$ cat src/rtl/dtcm_ctrl_if.sv
`default_nettype none
// ============================================================================
// Module   : dtcm_ctrl_if
// Desc     : LSU command/response handshake bundle for the DTCM controller.
// Revision : 1.0
// ============================================================================
interface dtcm_ctrl_if;
    logic        lsu_cmd_valid;
    logic        lsu_cmd_ready;
    logic        lsu_cmd_read;
    logic [31:0] lsu_cmd_addr;
    logic [1:0]  lsu_cmd_size;
    logic        lsu_cmd_usign;
    logic [31:0] lsu_cmd_wdata;
    logic        lsu_rsp_valid;
    logic        lsu_rsp_ready;
    logic [31:0] lsu_rsp_rdata;
    logic        lsu_rsp_err;

    modport master (
        output lsu_cmd_valid, lsu_cmd_read, lsu_cmd_addr, lsu_cmd_size,
               lsu_cmd_usign, lsu_cmd_wdata, lsu_rsp_ready,
        input  lsu_cmd_ready, lsu_rsp_valid, lsu_rsp_rdata, lsu_rsp_err
    );

    modport slave (
        input  lsu_cmd_valid, lsu_cmd_read, lsu_cmd_addr, lsu_cmd_size,
               lsu_cmd_usign, lsu_cmd_wdata, lsu_rsp_ready,
        output lsu_cmd_ready, lsu_rsp_valid, lsu_rsp_rdata, lsu_rsp_err
    );
endinterface
`default_nettype wire

$ cat src/rtl/dtcm_ctrl.sv
`default_nettype none
// ============================================================================
// Module   : dtcm_ctrl
// Desc     : LSU-facing DTCM controller: byte/half/word load-store with
//            write-mask generation and aligned, extended load responses.
//            Optional misalignment check: define DTCM_MISALIGN_CHK_EN.
// Revision : 1.0
// ============================================================================
module dtcm_ctrl #(
    parameter int RAM_AW = 14,
    parameter int DW     = 32
) (
    input  wire logic              clk,
    input  wire logic              rst_n,
    dtcm_ctrl_if.slave             lsu,
    output logic                   ram_we,
    output logic [RAM_AW-1:0]      ram_addr,
    output logic [DW-1:0]          ram_din,
    output logic [DW/8-1:0]        ram_wem,
    input  wire logic [DW-1:0]     ram_dout
);

    localparam logic [1:0] S_IDLE = 2'd0;
    localparam logic [1:0] S_RD   = 2'd1;
    localparam logic [1:0] S_RSP  = 2'd2;

    logic [1:0]    r_state;
    logic [1:0]    w_state_nxt;
    logic [1:0]    w_cmd_dst;
    logic          w_fire;
    logic          w_rsp_hs;
    logic          w_mis;

    logic [1:0]    r_off;
    logic [1:0]    r_size;
    logic          r_usign;
    logic [DW-1:0] r_rdata;
    logic [1:0]    w_sh;
    logic [DW-1:0] w_lane;
    logic [DW-1:0] w_fmt;

    wire w_unused = &{1'b0, lsu.lsu_cmd_addr[31:RAM_AW+2]};

    assign lsu.lsu_cmd_ready = (r_state == S_IDLE) |
                               ((r_state == S_RSP) & lsu.lsu_rsp_ready);
    assign lsu.lsu_rsp_valid = (r_state == S_RSP);
    assign lsu.lsu_rsp_rdata = r_rdata;

    assign w_fire   = lsu.lsu_cmd_valid & lsu.lsu_cmd_ready;
    assign w_rsp_hs = (r_state == S_RSP) & lsu.lsu_rsp_ready;
    assign ram_addr = lsu.lsu_cmd_addr[RAM_AW+1:2];

`ifdef DTCM_MISALIGN_CHK_EN
    assign w_mis = ((lsu.lsu_cmd_size == 2'd1) & lsu.lsu_cmd_addr[0]) |
                   (lsu.lsu_cmd_size[1] & (|lsu.lsu_cmd_addr[1:0]));
`else
    assign w_mis = 1'b0;
`endif

    // Misaligned loads skip the RAM read and answer straight away.
    assign w_cmd_dst = (lsu.lsu_cmd_read & ~w_mis) ? S_RD : S_RSP;

    always_ff @(posedge clk or negedge rst_n) begin
        if (!rst_n) begin
            r_state <= S_IDLE;
        end else begin
            r_state <= w_state_nxt;
        end
    end

    always_comb begin
        w_state_nxt = r_state;
        case (r_state)
            S_IDLE:  if (w_fire) w_state_nxt = w_cmd_dst;
            S_RD:    w_state_nxt = S_RSP;
            S_RSP:   if (w_rsp_hs) w_state_nxt = w_fire ? w_cmd_dst : S_IDLE;
            default: w_state_nxt = S_IDLE;
        endcase
    end

    always_comb begin
        ram_we = w_fire & ~lsu.lsu_cmd_read & ~w_mis;
        case (lsu.lsu_cmd_size)
            2'd0: begin
                ram_din = {4{lsu.lsu_cmd_wdata[7:0]}};
                ram_wem = 4'b0001 << lsu.lsu_cmd_addr[1:0];
            end
            2'd1: begin
                ram_din = {2{lsu.lsu_cmd_wdata[15:0]}};
                ram_wem = 4'b0011 << {lsu.lsu_cmd_addr[1], 1'b0};
            end
            default: begin
                ram_din = lsu.lsu_cmd_wdata;
                ram_wem = 4'b1111;
            end
        endcase
        if (!ram_we) ram_wem = 4'b0000;
    end

    // Lane shift mirrors the store mask: halves use addr[1], words no shift.
    always_comb begin
        case (r_size)
            2'd0:    w_sh = r_off;
            2'd1:    w_sh = {r_off[1], 1'b0};
            default: w_sh = 2'd0;
        endcase
        w_lane = ram_dout >> {w_sh, 3'b000};
        case (r_size)
            2'd0:    w_fmt = {{24{w_lane[7]  & ~r_usign}}, w_lane[7:0]};
            2'd1:    w_fmt = {{16{w_lane[15] & ~r_usign}}, w_lane[15:0]};
            default: w_fmt = w_lane;
        endcase
    end

    always_ff @(posedge clk or negedge rst_n) begin
        if (!rst_n) begin
            r_off   <= 2'd0;
            r_size  <= 2'd0;
            r_usign <= 1'b0;
            r_rdata <= '0;
        end else if (w_fire) begin
            r_off   <= lsu.lsu_cmd_addr[1:0];
            r_size  <= lsu.lsu_cmd_size;
            r_usign <= lsu.lsu_cmd_usign;
            r_rdata <= '0;
        end else if (r_state == S_RD) begin
            r_rdata <= w_fmt;
        end
    end

`ifdef DTCM_MISALIGN_CHK_EN
    logic r_err;

    always_ff @(posedge clk or negedge rst_n) begin
        if (!rst_n) begin
            r_err <= 1'b0;
        end else if (w_fire) begin
            r_err <= w_mis;
        end
    end

    assign lsu.lsu_rsp_err = r_err;
`else
    assign lsu.lsu_rsp_err = 1'b0;
`endif

endmodule
`default_nettype wire
$ cat src/flat_wrapper.sv
// flat-port wrapper written by rule: the top's interface ports become plain ports
module dtcm_ctrl_flat 
#(
    parameter int RAM_AW = 14,
    parameter int DW     = 32
)
  (clk, rst_n, ram_we, ram_addr, ram_din, ram_wem, ram_dout, lsu_lsu_cmd_valid, lsu_lsu_cmd_read, lsu_lsu_cmd_addr, lsu_lsu_cmd_size, lsu_lsu_cmd_usign, lsu_lsu_cmd_wdata, lsu_lsu_rsp_ready, lsu_lsu_cmd_ready, lsu_lsu_rsp_valid, lsu_lsu_rsp_rdata, lsu_lsu_rsp_err);
  dtcm_ctrl_if lsu_i ();
  input  wire logic clk;
  input  wire logic rst_n;
  output logic ram_we;
  output logic [RAM_AW-1:0] ram_addr;
  output logic [DW-1:0] ram_din;
  output logic [DW/8-1:0] ram_wem;
  input  wire logic [DW-1:0] ram_dout;
  input wire logic [$bits(lsu_i.lsu_cmd_valid)-1:0] lsu_lsu_cmd_valid;
  input wire logic [$bits(lsu_i.lsu_cmd_read)-1:0] lsu_lsu_cmd_read;
  input wire logic [$bits(lsu_i.lsu_cmd_addr)-1:0] lsu_lsu_cmd_addr;
  input wire logic [$bits(lsu_i.lsu_cmd_size)-1:0] lsu_lsu_cmd_size;
  input wire logic [$bits(lsu_i.lsu_cmd_usign)-1:0] lsu_lsu_cmd_usign;
  input wire logic [$bits(lsu_i.lsu_cmd_wdata)-1:0] lsu_lsu_cmd_wdata;
  input wire logic [$bits(lsu_i.lsu_rsp_ready)-1:0] lsu_lsu_rsp_ready;
  output wire logic [$bits(lsu_i.lsu_cmd_ready)-1:0] lsu_lsu_cmd_ready;
  output wire logic [$bits(lsu_i.lsu_rsp_valid)-1:0] lsu_lsu_rsp_valid;
  output wire logic [$bits(lsu_i.lsu_rsp_rdata)-1:0] lsu_lsu_rsp_rdata;
  output wire logic [$bits(lsu_i.lsu_rsp_err)-1:0] lsu_lsu_rsp_err;
  assign lsu_i.lsu_cmd_valid = lsu_lsu_cmd_valid;
  assign lsu_i.lsu_cmd_read = lsu_lsu_cmd_read;
  assign lsu_i.lsu_cmd_addr = lsu_lsu_cmd_addr;
  assign lsu_i.lsu_cmd_size = lsu_lsu_cmd_size;
  assign lsu_i.lsu_cmd_usign = lsu_lsu_cmd_usign;
  assign lsu_i.lsu_cmd_wdata = lsu_lsu_cmd_wdata;
  assign lsu_i.lsu_rsp_ready = lsu_lsu_rsp_ready;
  assign lsu_lsu_cmd_ready = lsu_i.lsu_cmd_ready;
  assign lsu_lsu_rsp_valid = lsu_i.lsu_rsp_valid;
  assign lsu_lsu_rsp_rdata = lsu_i.lsu_rsp_rdata;
  assign lsu_lsu_rsp_err = lsu_i.lsu_rsp_err;
  dtcm_ctrl #(.RAM_AW(RAM_AW), .DW(DW)) u_core (.clk(clk), .rst_n(rst_n), .lsu(lsu_i), .ram_we(ram_we), .ram_addr(ram_addr), .ram_din(ram_din), .ram_wem(ram_wem), .ram_dout(ram_dout));
endmodule
$ cat config.mk
export PLATFORM = sky130hd
export DESIGN_NAME = dtcm_ctrl_flat
export DESIGN_NICKNAME = d
export VERILOG_FILES = /design/src/rtl/dtcm_ctrl_if.sv /design/src/rtl/dtcm_ctrl.sv /design/src/flat_wrapper.sv
export SDC_FILE = /design/constraint.sdc
export NUM_CORES = 1
export LEC_CHECK = 0
export CELL_PAD_IN_SITES_DETAIL_PLACEMENT = 1
export CELL_PAD_IN_SITES_GLOBAL_PLACEMENT = 1
export CORE_MARGIN = 4
export CORE_UTILIZATION = 26
export DETAILED_ROUTE_END_ITERATION = 8
export PLACE_DENSITY_LB_ADDON = 0.1
export SYNTH_ARGS = -nofsm -noshare
export SYNTH_HDL_FRONTEND = slang
export SYNTH_SLANG_ARGS = --single-unit
$ cat constraint.sdc
create_clock -name clk -period 1.84 [get_ports clk]
set_input_delay 0.368 -clock clk [delete_from_list [all_inputs] [get_ports clk]]
set_output_delay 0.368 -clock clk [all_outputs]
set_load 0.01 [all_outputs]
==> flow_summary.toml <==
[pwr]
total_power_mw = 3.791
power_density_nw_per_um2 = 779.6
irDropWorstVdd_uv = 350.9
p_leak_nw = 2.143

[sta]
finalHoldWorstSlack_ps = 23.25
rsz0062_at_grt = "no"
min_period_ps = 1817
skew_ps = 7.328
setup_violations = 0
finalSetupTns_ps = 0
hold_viol_final = 0
slew_headroom = 0.6037
period_share = 0.9875
fmax_mhz = 550.4
slew_violations = 0
tightest_slew_ps = 590.6

[global_routing]
grtUsageTotal = 0.1716
grt_antenna_before_repair = 0
grt_pass1_vias = 3355
grt_pass1_wl_mm = 17.71
gr-total-overflow = 0
grt_max_degree = 26

[yosys]
seq_area_frac_synth = 0.3319
yosysWarnings = 0
synth_edf_count = 0
synth-async-reset-ratio = 1.000
ys_seq_elements = 39
synth_nets = 417
synth_cell_types = 40
synth_area_sq_um = 2940
synthCells = 313
syn_area_per_cell_sq_um = 9.394
ys.flop_type = "dfrtp_1"

[placed_design]
dpl.cell_count = 597
io_buffers = 144
place_congestion = 0.7746
hpwl_mm = 9.057

[worst_setup_path]
r2r_slack_ps = 140
cp_top_family = "buffers and inverters"
cp_data_arrival_time_ps = 1450
cpMostUsedCell = "clkdlybuf4s50_1"
crit_chain = "clkdlybuf4s50_1 > clkdlybuf4s50_1"
worst_path_max_delay_cell = "clkdlybuf4s50_1"
timing.critical_path.from_type = "input pin"
required_ps = 1470
endpoint_kind = "output port"
reg2reg_to = "u_core.lsu.lsu_rsp_rdata[20]$_DFFE_PN0P_"
cpPeakStageDelay_ps = 570
endpoint = "ram_din[6]"
setup.worst_path.class = "in -> out"
path_max_fanout = 4
path_buf_inv = 2
reg2reg_from = "u_core.r_off[1]$_DFFE_PN0N_"
critPathLaunch = "lsu_lsu_cmd_wdata[6]"
rr_worst_depth = 7
cp.depth = 2

[floorplanning]
start_util = 0.2689
fp.dieW_um = 114.3
pin_count = 190
die-area_sq_um = 13070
coreArea_sq_um = 10940
fp.dieH_um = 114.3
rows = 38

[run_status]
outcome = "complete, no violations"

[layout]
nNetsFinal = 575
fin_cells = 612
drive_above_1_share = 0.2521
area_delta_synth_final_pct = 65.36
nFillCells = 1255
diodes = 0
fin_util = 0.4446

[route]
drtPass1Iterations = 4
routed_wl_mm = 11.25
route.detailed.drc = 0
post_drt_via_cell_ratio = 4.845
avgRoutedWirePerCell_um = 18.38
vias = 2965
ant_nets = 0
drt_iter0_markers = 93

[min_path]
hp-class = "in -> async"

[clocking]
clkLatencyLatePin_ps = 280
numCtsBuffers = 5
cts_hold_buf = 0
cts_num_sinks = 39
cts_tree = "yes"
path_clk_slew_ps = 60
clockBufferDepth = 2
ctsHtreeMaxLevel = 2
ctsRootBufferMaster = "clkbuf_16"

[flow_run]
drv_cap = 0
-- state kept, by name (all words and copies together), names as in the netlist --
signal / cells
u_core.r_size: 2
u_core.r_usign: 1
u_core.r_state: 2
u_core.lsu.lsu_rsp_rdata: 32
u_core.r_off: 2
-- cells by family (layout without fill, tap and decap cells) --
group           after synthesis  after routing  synth area share
other cells                   1              1          0.001275
mux                          44             44            0.1579
compound gates               72             72            0.2204
flops                        39             39            0.3319
buf+inv                      51            210            0.1038
simple gates                106            106            0.1847
-- per-layer routing --
layer / share of wire / global-route usage / routed length (um)
met5: 0 / 0 / 0
met4: 0.0081 / 0.03800 / 91
met3: 0.081 / 0.05867 / 907
met2: 0.49 / 0.2892 / 5540
met1: 0.42 / 0.2124 / 4710
-- synth_stat cells (2+ instances only) --
master / n / area (sq um)
o21ai_0: 12 / 60.06
nand2_1: 42 / 157.7
mux2_1: 3 / 33.78
buf_4: 23 / 172.7
buf_2: 7 / 35.03
o311ai_1: 6 / 52.55
nand3b_1: 16 / 120.1
inv_1: 4 / 15.01
a21oi_1: 11 / 55.05
dfrtp_1: 39 / 975.9
clkbuf_1: 14 / 52.55
o21bai_1: 2 / 15.01
or3_1: 2 / 12.51
nor2_1: 20 / 75.07
nand2b_1: 7 / 43.79
nor2b_1: 13 / 81.33
o21ai_1: 2 / 10.01
mux2_2: 16 / 180.2
a22o_1: 7 / 61.31
o221ai_1: 14 / 122.6
o311ai_2: 10 / 162.7
mux2i_1: 25 / 250.2
-- how the worst min path moves through the flow --
| stage | start | end | slack (ps) | depth (start not counted) |
|---|---|---|---|---|
| 4_1_cts | rst_n | u_core.lsu.lsu_rsp_rdata[30]$_DFFE_PN0P_ | 30 | 1 |
| 3_5_place_dp | rst_n | u_core.lsu.lsu_rsp_rdata[17]$_DFFE_PN0P_ | 340 | 1 |
| 5_1_grt | rst_n | u_core.lsu.lsu_rsp_rdata[31]$_DFFE_PN0P_ | 50 | 1 |
| 3_3_place_gp | rst_n | u_core.lsu.lsu_rsp_rdata[17]$_DFFE_PN0P_ | 330 | 1 |
| 2_1_floorplan | rst_n | u_core.lsu.lsu_rsp_rdata[0]$_DFFE_PN0P_ | 70 | 0 |
| 6_report | rst_n | u_core.lsu.lsu_rsp_rdata[17]$_DFFE_PN0P_ | 20 | 1 |
-- per-stage QoR --
| stage | cell area [sq um] | setup slack (ps) |
|---|---|---|
| 2_1_floorplan | 2940 | 85.37 |
| 5_1_grt | 4862 | 1.189 |
| 3_5_place_dp | 4661 | -516.2 |
| 6_report | 4862 | 23.01 |
| 3_3_place_gp | 4661 | -506.6 |
| 4_1_cts | 4856 | 1.775 |
-- placed cells by master (no fill, tap or decap), drive strengths merged --
cell type,netlist,routed
clkdlybuf4s50,0,100
buf,33,64
nand2,42,42
dfrtp,39,39
mux2i,25,25
dlygate4sd2,0,21
nor2,20,20
mux2,19,19
nand3b,16,16
o311ai,16,16
o221ai,14,14
o21ai,14,14
nor2b,13,13
a21oi,12,12
clkbuf,14,11
nand2b,7,7
a22o,7,7
clkdlybuf4s15,0,5
inv,4,4
o21bai,2,2
dlymetal6s2s,0,2
and3,2,2
a211oi,2,2
or3,2,2
and2b,1,1
a311oi,1,1
o41ai,1,1
o2bb2ai,1,1
nor3b,1,1
and3b,1,1
o211a,1,1
a22oi,1,1
and2,1,1
conb,1,1
clkinv,0,1
bufinv,0,1
dlygate4sd1,0,1
-- power by group --
part	total (mW)	internal (mW)	switching, mW
clock network	1.03	0.675	0.351
logic	1.68	0.890	0.787
registers	1.09	0.992	0.0952
-- timing repair --
action                     4_1_cts  5_1_grt
hold endpoints to repair         0        0
pin swaps                        3        2
buffers inserted                 7        0
setup endpoints to repair       52       31
gates resized for setup         81       26
-- area by class of cell --
type | instances | area [sq um] | area share
repair buffers | 198 | 1808 | 0.3718
multi-input cells | 223 | 1714 | 0.3525
inverters | 4 | 15.01 | 0.003088
well taps | 140 | 175.2 | 0.03603
clock inverters | 2 | 35.03 | 0.007205
flip-flops and latches | 39 | 975.9 | 0.2007
clock buffers | 6 | 138.9 | 0.02856
Note: power is estimated with default switching activity, not from simulation.
